--- config.mk ---
export PLATFORM = sky130hd
export DESIGN_NAME = miner_core_ccu
export DESIGN_NICKNAME = d
export VERILOG_FILES = /design/src/rtl/miner_core_ccu.sv
export SDC_FILE = /design/constraint.sdc
export NUM_CORES = 1
export LEC_CHECK = 0
export BUFFER_PORTS_ARGS = -buffer_cell sky130_fd_sc_hd__buf_2
export CAP_MARGIN = 5
export CORE_MARGIN = 2
export CORE_UTILIZATION = 30
export CTS_CLUSTER_SIZE = 14
export DETAILED_ROUTE_END_ITERATION = 8
export PLACE_DENSITY = 0.47
export SETUP_SLACK_MARGIN = 0.05
export SYNTH_ARGS = -nofsm -noshare
export SYNTH_HDL_FRONTEND = slang
export SYNTH_SLANG_ARGS = --single-unit
export TNS_END_PERCENT = 10
--- constraint.sdc ---
create_clock -name clk -period 1.8 [get_ports clk]
set_input_delay 0.09 -clock clk [delete_from_list [all_inputs] [get_ports clk]]
set_output_delay 0.09 -clock clk [all_outputs]
set_load 0.02 [all_outputs]
--- src/rtl/miner_core_ccu.sv ---
// miner_core_ccu: control sequencer for one SHA-256 double-hash miner core.
// A start request runs three passes of message-schedule expansion, compression
// and hash add. Each pass drives the stage enables and the round index for the
// datapath. The sequence ends with a one-cycle finished pulse.
// Optional build macro MINER_CCU_BUSY_EN adds a busy output. busy is high in
// every state except IDLE.
module miner_core_ccu #(
  parameter int MSA_CYCLES  = 48,
  parameter int COMP_CYCLES = 64,
  parameter int IDX_W       = 7
) (
  input  logic             clk,
  input  logic             rst,
  input  logic             hash_enable,
  output logic             msa_en,
  output logic             comp_en,
  output logic             add_en,
  output logic             msa2_en,
  output logic             comp2_en,
  output logic             add2_en,
  output logic [IDX_W-1:0] round_idx,
`ifdef MINER_CCU_BUSY_EN
  output logic             busy,
`endif
  output logic             finished
);

  localparam int CNT_W = 7;
  localparam logic [CNT_W-1:0] MSA_LAST  = CNT_W'(MSA_CYCLES - 1);
  localparam logic [CNT_W-1:0] COMP_LAST = CNT_W'(COMP_CYCLES - 1);
  localparam logic [IDX_W-1:0] MSA_BASE  = IDX_W'(16);

  typedef enum logic [3:0] {
    S_IDLE,
    S_MSA1,
    S_COMP1,
    S_ADD1,
    S_MSA2,
    S_COMP2,
    S_ADD2,
    S_MSA3,
    S_COMP3,
    S_ADD3,
    S_DONE
  } state_t;

  state_t           state;
  state_t           state_nxt;
  logic [CNT_W-1:0] count;
  logic             in_msa;
  logic             in_comp;
  logic             msa_last;
  logic             comp_last;

  assign in_msa    = (state == S_MSA1) || (state == S_MSA2) || (state == S_MSA3);
  assign in_comp   = (state == S_COMP1) || (state == S_COMP2) || (state == S_COMP3);
  assign msa_last  = in_msa && (count == MSA_LAST);
  assign comp_last = in_comp && (count == COMP_LAST);

  // State register. Async reset parks the sequencer in IDLE.
  always_ff @(posedge clk or posedge rst) begin
    if (rst) begin
      state <= S_IDLE;
    end else begin
      state <= state_nxt;
    end
  end

  // Round timer. It is cleared on every state change and runs only in the
  // timed stages.
  always_ff @(posedge clk or posedge rst) begin
    if (rst) begin
      count <= '0;
    end else if (state_nxt != state) begin
      count <= '0;
    end else if (in_msa || in_comp) begin
      count <= count + 1'b1;
    end else begin
      count <= '0;
    end
  end

  // Next-state sequencing. hash_enable only matters in IDLE.
  always_comb begin
    state_nxt = state;
    case (state)
      S_IDLE:  if (hash_enable) state_nxt = S_MSA1;
      S_MSA1:  if (msa_last)    state_nxt = S_COMP1;
      S_COMP1: if (comp_last)   state_nxt = S_ADD1;
      S_ADD1:                   state_nxt = S_MSA2;
      S_MSA2:  if (msa_last)    state_nxt = S_COMP2;
      S_COMP2: if (comp_last)   state_nxt = S_ADD2;
      S_ADD2:                   state_nxt = S_MSA3;
      S_MSA3:  if (msa_last)    state_nxt = S_COMP3;
      S_COMP3: if (comp_last)   state_nxt = S_ADD3;
      S_ADD3:                   state_nxt = S_DONE;
      S_DONE:                   state_nxt = S_IDLE;
      default:                  state_nxt = S_IDLE;
    endcase
  end

  // Moore output decode from the state and the timer count.
  // Passes 1 and 3 share the msa/comp enables. The final add fires both adders.
  always_comb begin
    msa_en    = 1'b0;
    comp_en   = 1'b0;
    add_en    = 1'b0;
    msa2_en   = 1'b0;
    comp2_en  = 1'b0;
    add2_en   = 1'b0;
    finished  = 1'b0;
    round_idx = '0;
    case (state)
      S_MSA1, S_MSA3: begin
        msa_en    = 1'b1;
        round_idx = MSA_BASE + IDX_W'(count);
      end
      S_COMP1, S_COMP3: begin
        comp_en   = 1'b1;
        round_idx = IDX_W'(count);
      end
      S_ADD1: add_en = 1'b1;
      S_MSA2: begin
        msa2_en   = 1'b1;
        round_idx = MSA_BASE + IDX_W'(count);
      end
      S_COMP2: begin
        comp2_en  = 1'b1;
        round_idx = IDX_W'(count);
      end
      S_ADD2: add2_en = 1'b1;
      S_ADD3: begin
        add_en  = 1'b1;
        add2_en = 1'b1;
      end
      S_DONE: finished = 1'b1;
      default: ;
    endcase
  end

`ifdef MINER_CCU_BUSY_EN
  assign busy = (state != S_IDLE);
`endif

endmodule

==> flow_metrics.py, run 1 <==
metrics = {
    "synthesis": {
        "synth_fa_ha_area_share_pct": 4.73,
        "synth-simple-area-share_pct": 31.7,
        "yosysWarnings": 0,
        "synthCells": 128,
        "synth_top_family_by_area": "simple AND/OR/NAND/NOR gates",
        "synth_mux_area_share_pct": 1.89,
        "synth_xor_area_share_pct": 5.79,
        "syn-cell-area_um2": 1060,
        "synth_compound_area_share_pct": 21.0,
        "syn_nets": 135,
        "synth-edff-count": 0,
        "synth.ff_latch_count": 11,
        "async_flop_share_pct": 100,
        "avgSynthCellArea_um2": 8.27,
        "ys_seq_area_share_pct": 26.0,
        "ys_types": 42,
        "synth_ff_type": "dfrtp_1",
    },
    "drt": {
        "ant_nets": 0,
        "post_drt_wl_per_cell_um": 13.5,
        "vias_per_cell": 5.02,
        "drt_iter0_drc": 56,
        "vias": 1034,
        "drc_errors": 0,
        "dr.pass1.iters": 4,
        "wl_mm": 2.78,
    },
    "clock_network": {
        "h-tree-depth": 1,
        "clk_pin_slew_worst_paths_ps": 90,
        "clk_latency_ps": 280,
        "cts.path.max_buffers": 2,
        "cts_made_buffers": 3,
        "cts-root-buf": "clkbuf_4",
        "cts_tree": "done",
        "cts.sinks": 11,
    },
    "die": {
        "core_um2": 3360,
        "num_rows": 21,
        "dieArea_um2": 4020,
        "start_util_pct": 31.5,
        "die_h_um": 63.4,
        "die_w_um": 63.4,
        "ioPinCount": 17,
    },
    "placed_design": {
        "gp_congestion": 0.844,
        "place_inst": 195,
        "hpwl_mm": 2.03,
        "io_buffers": 16,
        "dpl_worst_slack_ps": 35.4,
    },
    "cells_and_area": {
        "drive_gt1_share_pct": 36.9,
        "final_common_cell": "buf_4",
        "stdcell_count": 206,
        "areaGrowthSynthToFinish_pct": 30.4,
        "antenna_cells": 0,
        "final_cell_mix": "23 x buf_4, 12 x buf_2, 9 x nand2b_1, 9 x dfrtp_1, 8 x nor2_1",
        "final_net_count": 168,
    },
    "sta": {
        "layout_setup_ws_ps": -69.4,
        "max_slew_margin_pct": 67.7,
        "final.setup.tns_ps": -119,
        "min_period_over_period_pct": 104,
        "period_needed_ps": 1870,
        "timing.fmax_mhz": 535,
        "rsz0062_at_grt": "true",
        "fin_worst_skew_ps": 13.9,
        "holdWs_ps": 364,
        "worst_pin_slew_ps": 483,
        "finalSetupViolCount": 2,
        "hold_viol": 0,
        "drv_slew": 0,
    },
    "outcome": {
        "outcome": "complete, but fails checks",
        "violations": "negative setup slack",
    },
    "setup_path": {
        "crit_chain": "buf_6 > ha_4 > nor2b_1 > a211o_1 > o211ai_1 > o21ai_1 > o21ai_1 > buf_4",
        "crit_fanout": 2,
        "required_ps": 1710,
        "criticalPathCategory": "flip-flop to output pin",
        "worst_path_max_delay_cell": "dfrtp_1",
        "endpoint_kind": "output pin",
        "start_kind": "flip-flop",
        "critPathMaxStageDelay_ps": 390,
        "arrival_ps": 1780,
        "cpMostUsedCell": "o21ai_1",
        "path_buf_inv": 2,
        "critPathTopFamily": "compound AO/OA/AOI/OAI gates",
    },
    "worst_hold_path": {
        "hold_path.class": "input pin to async pin",
    },
    "global_routing": {
        "grt-ovfl-total": 0,
        "antenna_found_initial": 0,
        "grt_max_degree": 14,
        "grt_pass1_vias": 1023,
        "grt_pass1_wl_mm": 4.77,
        "grt_use_total_pct": 15.1,
    },
    "pwr": {
        "powerDensity_nw_per_um2": 636,
        "ir_drop_v": 0.000545,
        "p_leak_nw": 0.629,
    },
    "run": {
        "drv_cap": 0,
    },
}
-- state kept, by name (all words and copies together) (netlist names) --
name and cells:
count 7, state 4
-- cells by family after synthesis --
kind of cell             Yosys count
AO/OA/AOI/OAI                     33
XOR/XNOR                           7
adder cells (fa/ha/maj)            4
buffers and inverters             17
flip-flops                        11
multiplexers                       2
AND/OR/NAND/NOR                   54
-- cells in the mapped netlist (4+ instances only) --
cell type  number  share of area, %
ha_1            4               4.7
nor2b_1         5               3.0
o21ai_1         7               3.3
xnor2_1         5               4.1
dfrtp_1        11                26
nor3_1          4               1.9
nand2b_1        9               5.3
inv_1           6               2.1
nand2_1         7               2.5
nor2_1          9               3.2
a21oi_1         8               3.8
buf_2           6               2.8
-- layer usage --
layer  vias to the layer above  routed length, um  track usage (%)
met4                         0                 24             3.80
met1                       500               1350             20.7
li1                        512                  -                -
met3                         4                124             4.11
met5                         -                  0                0
met2                        18               1280             23.6
-- path summary, 6_finish.rpt --
path	from	to	slack, ps	cells past startpoint
max in group asynchronous	rst	state[1]	1090	3
hold reg to reg	count[0]	count[0]	500	1
hold / removal	rst	state[2]	360	3
setup / recovery	count[5]	round_idx[5]	-70	8
setup reg to reg	count[4]	count[6]	10	8
min in group clk	count[0]	count[0]	500	1
-- worst min-delay path: cells and delay by family --
| kind | cells | cell delay [ps] |
|---|---|---|
| buffers and inverters | 3 | 1000 |
-- final cells by class --
| type | instances | area [um^2] |
|---|---|---|
| well taps | 46 | 57.6 |
| fillers | 368 | 1980 |
| inverters | 8 | 30.0 |
| multi-input cells | 100 | 734 |
| flip-flops and latches | 11 | 278 |
| repair buffers | 37 | 254 |
| clock buffers | 4 | 26.3 |
-- power by group --
| part | internal [mW] | switching (mW) | leakage [nW] |
|---|---|---|---|
| sequential | 0.290 | 0.0684 | 0.140 |
| combinational | 0.152 | 0.187 | 0.474 |
| clock | 0.0858 | 0.0944 | 0.0150 |
| total | 0.528 | 0.350 | 0.629 |
-- timing repair --
| item | in CTS | in global routing |
|---|---|---|
| endpoints found under the hold margin | 11 | 0 |
| setup buffers | 3 | 3 |
| gates resized for setup | 9 | 6 |
| hold buffers | 1 | 0 |
| pin swaps | 9 | 2 |
| endpoints found under the setup margin | 7 | 15 |
-- stage by stage --
stage          area [um^2]  total power [mW]  utilization [%]
2_1_floorplan         1060             0.592                -
3_3_place_gp          1240             0.673             36.8
3_5_place_dp          1240             0.677             36.8
4_1_cts               1330             0.873             39.5
5_1_grt               1380             0.948             41.0
6_report              1380             0.878             41.0
Power figures use the tool's default switching activity.
==> run 2: changes to the inputs <==
--- a/config.mk
+++ b/config.mk
@@ -12,6 +12,7 @@
 export CTS_CLUSTER_SIZE = 14
 export DETAILED_ROUTE_END_ITERATION = 8
 export PLACE_DENSITY = 0.47
+export RECOVER_POWER = 100
 export SETUP_SLACK_MARGIN = 0.05
 export SYNTH_ARGS = -nofsm -noshare
 export SYNTH_HDL_FRONTEND = slang
==> flow_metrics.py, run 2 (synthesized netlist as in run 1, its figures left out) <==
metrics = {
    "setup_path": {
        "path_buf_inv": 2,
        "critPathTopFamily": "compound AO/OA/AOI/OAI gates",
        "criticalPathCategory": "flip-flop to output pin",
        "crit_chain": "buf_6 > ha_4 > nor2b_1 > a211o_1 > o211ai_1 > o21ai_1 > o21ai_1 > buf_4",
        "crit_fanout": 2,
        "worst_path_max_delay_cell": "dfrtp_1",
        "critPathMaxStageDelay_ps": 390,
        "endpoint_kind": "output pin",
        "start_kind": "flip-flop",
        "ff2ff_path_depth": 8,
        "cpMostUsedCell": "o21ai_1",
        "required_ps": 1710,
        "arrival_ps": 1780,
        "critical_path_depth": 8,
    },
    "drt": {
        "vias_per_cell": 5.12,
        "drt_iter0_drc": 38,
        "drc_errors": 0,
        "post_drt_wl_per_cell_um": 13.5,
        "ant_nets": 0,
        "dr.pass1.iters": 4,
        "wl_mm": 2.79,
        "vias": 1054,
    },
    "sta": {
        "layout_setup_ws_ps": -70.6,
        "drv_slew": 0,
        "rsz0062_at_grt": "true",
        "finalSetupViolCount": 6,
        "min_period_over_period_pct": 104,
        "fin_worst_skew_ps": 13.7,
        "timing.fmax_mhz": 535,
        "worst_pin_slew_ps": 479,
        "period_needed_ps": 1870,
        "hold_viol": 0,
        "max_slew_margin_pct": 68.0,
    },
    "cells_and_area": {
        "final_net_count": 168,
        "drive_gt1_share_pct": 33.8,
        "antenna_cells": 0,
        "final_cell_mix": "21 x buf_4, 9 x nor2_1, 9 x nand2b_1, 9 x dfrtp_1, 8 x buf_2",
        "areaGrowthSynthToFinish_pct": 29.2,
        "nFillCells": 373,
        "utilization_pct": 40.7,
        "reg.largest.list": "count: 7 flops, state: 4 flops",
        "top_register": "count",
        "final_area_um2": 1370,
        "largest_register_ffs": 7,
        "final_common_cell": "buf_4",
    },
    "outcome": {
        "violations": "negative setup slack",
        "outcome": "complete, but fails checks",
    },
    "clock_network": {
        "cts.sinks": 11,
        "clk_pin_slew_worst_paths_ps": 90,
        "cts-root-buf": "clkbuf_4",
        "h-tree-depth": 1,
        "clk_latency_ps": 280,
        "cts_tree": "done",
        "cts.path.max_buffers": 2,
        "cts_made_buffers": 3,
    },
    "placed_design": {
        "io_buffers": 16,
        "dpl_worst_slack_ps": 35.4,
        "gp_congestion": 0.844,
        "hpwl_mm": 2.03,
        "placed_area_um2": 1240,
    },
    "die": {
        "start_util_pct": 31.5,
        "num_rows": 21,
        "die_w_um": 63.4,
        "dieArea_um2": 4020,
        "ioPinCount": 17,
        "core_um2": 3360,
        "die_h_um": 63.4,
    },
    "run": {
        "drv_cap": 0,
    },
    "global_routing": {
        "grt_pass1_vias": 1023,
        "grt-ovfl-total": 0,
        "antenna_found_initial": 0,
        "grt_max_degree": 14,
        "grt_use_total_pct": 15.1,
        "grt_pass1_wl_mm": 4.77,
    },
    "worst_hold_path": {
        "hold_path.class": "input pin to async pin",
    },
    "pwr": {
        "powerDensity_nw_per_um2": 641,
        "intPower_mw": 0.526,
        "clkPwrFrac_pct": 20.7,
        "pwr-share-seq_pct": 41.0,
        "ir_drop_v": 0.000544,
        "total_power_mw": 0.877,
        "switchingPower_mw": 0.352,
        "swShare_pct": 40.1,
        "comb_power_share_pct": 38.3,
        "p_leak_nw": 0.613,
    },
}
[run 2: cell count changes in the layout (fill, tap and decap cells not counted)]
cell	delta
nor2_1	+1
clkbuf_1	+4
buf_4	-2
buf_2	-4
nor2_2	-1
clkbuf_2	+2
[run 2: worst register-to-register path, stage by stage, from the launching register on]
cell and delay [ps]:
dfrtp_1 380, clkbuf_2 150, ha_1 170, ha_1 170
nand4_1 160, buf_4 200, nor4_4 220, o21ai_4 140
a21oi_1 150
[run 2: path summary, 6_finish.rpt]
path / from / endpoint / slack [ps]
worst max-delay path: count[5] / round_idx[5] / -70
worst min-delay path: rst / state[2] / 360
worst max register to register: count[4] / count[6] / -20
worst min register to register: count[0] / count[0] / 500
max in group asynchronous: rst / state[1] / 1090
min in group clk: count[0] / count[0] / 500
[run 2: metrics by stage]
stage / std cells / hold WS, ps / setup TNS (ps)
floorplan: 128 / -57.6 / 0
global placement: 195 / 133 / 0
detailed placement: 195 / 137 / 0
CTS: 203 / 384 / -401
global route: 206 / 411 / -1640
finish: 206 / 360 / -142
[run 2: what timing repair did]
item | CTS | global route
endpoints found under the hold margin | 11 | 0
setup buffers | 3 | 3
gates resized for setup | 9 | 6
cloned | 0 | 0
pin swaps | 9 | 2
hold buffers | 1 | 0
endpoints found under the setup margin | 7 | 15
[run 2: metal layers]
metal	wire (um)	track usage (%)	share of wire, %
met1	1300	20.7	47
met2	1310	23.6	47
met3	154	4.11	5.5
met4	25	3.80	0.90
met5	0	0	0
[run 2: cell type report]
type,count,area [um^2],share of cell area [%]
Tap cell,46,57.6,4.21
Sequential cell,11,278,20.3
Multi-Input combinational cell,100,732,53.5
Timing Repair Buffer,37,244,17.8
Clock buffer,4,26.3,1.92
Inverter,8,30.0,2.20
[run 2: power by group through the flow]
| stage | sequential (mW) | clock (mW) | combinational (mW) |
|---|---|---|---|
| floorplan | 0.326 | 0 | 0.266 |
| global placement | 0.363 | 0 | 0.310 |
| detailed placement | 0.363 | 0 | 0.314 |
| CTS | 0.357 | 0.181 | 0.334 |
| global route | 0.367 | 0.207 | 0.371 |
| finish | 0.359 | 0.182 | 0.336 |
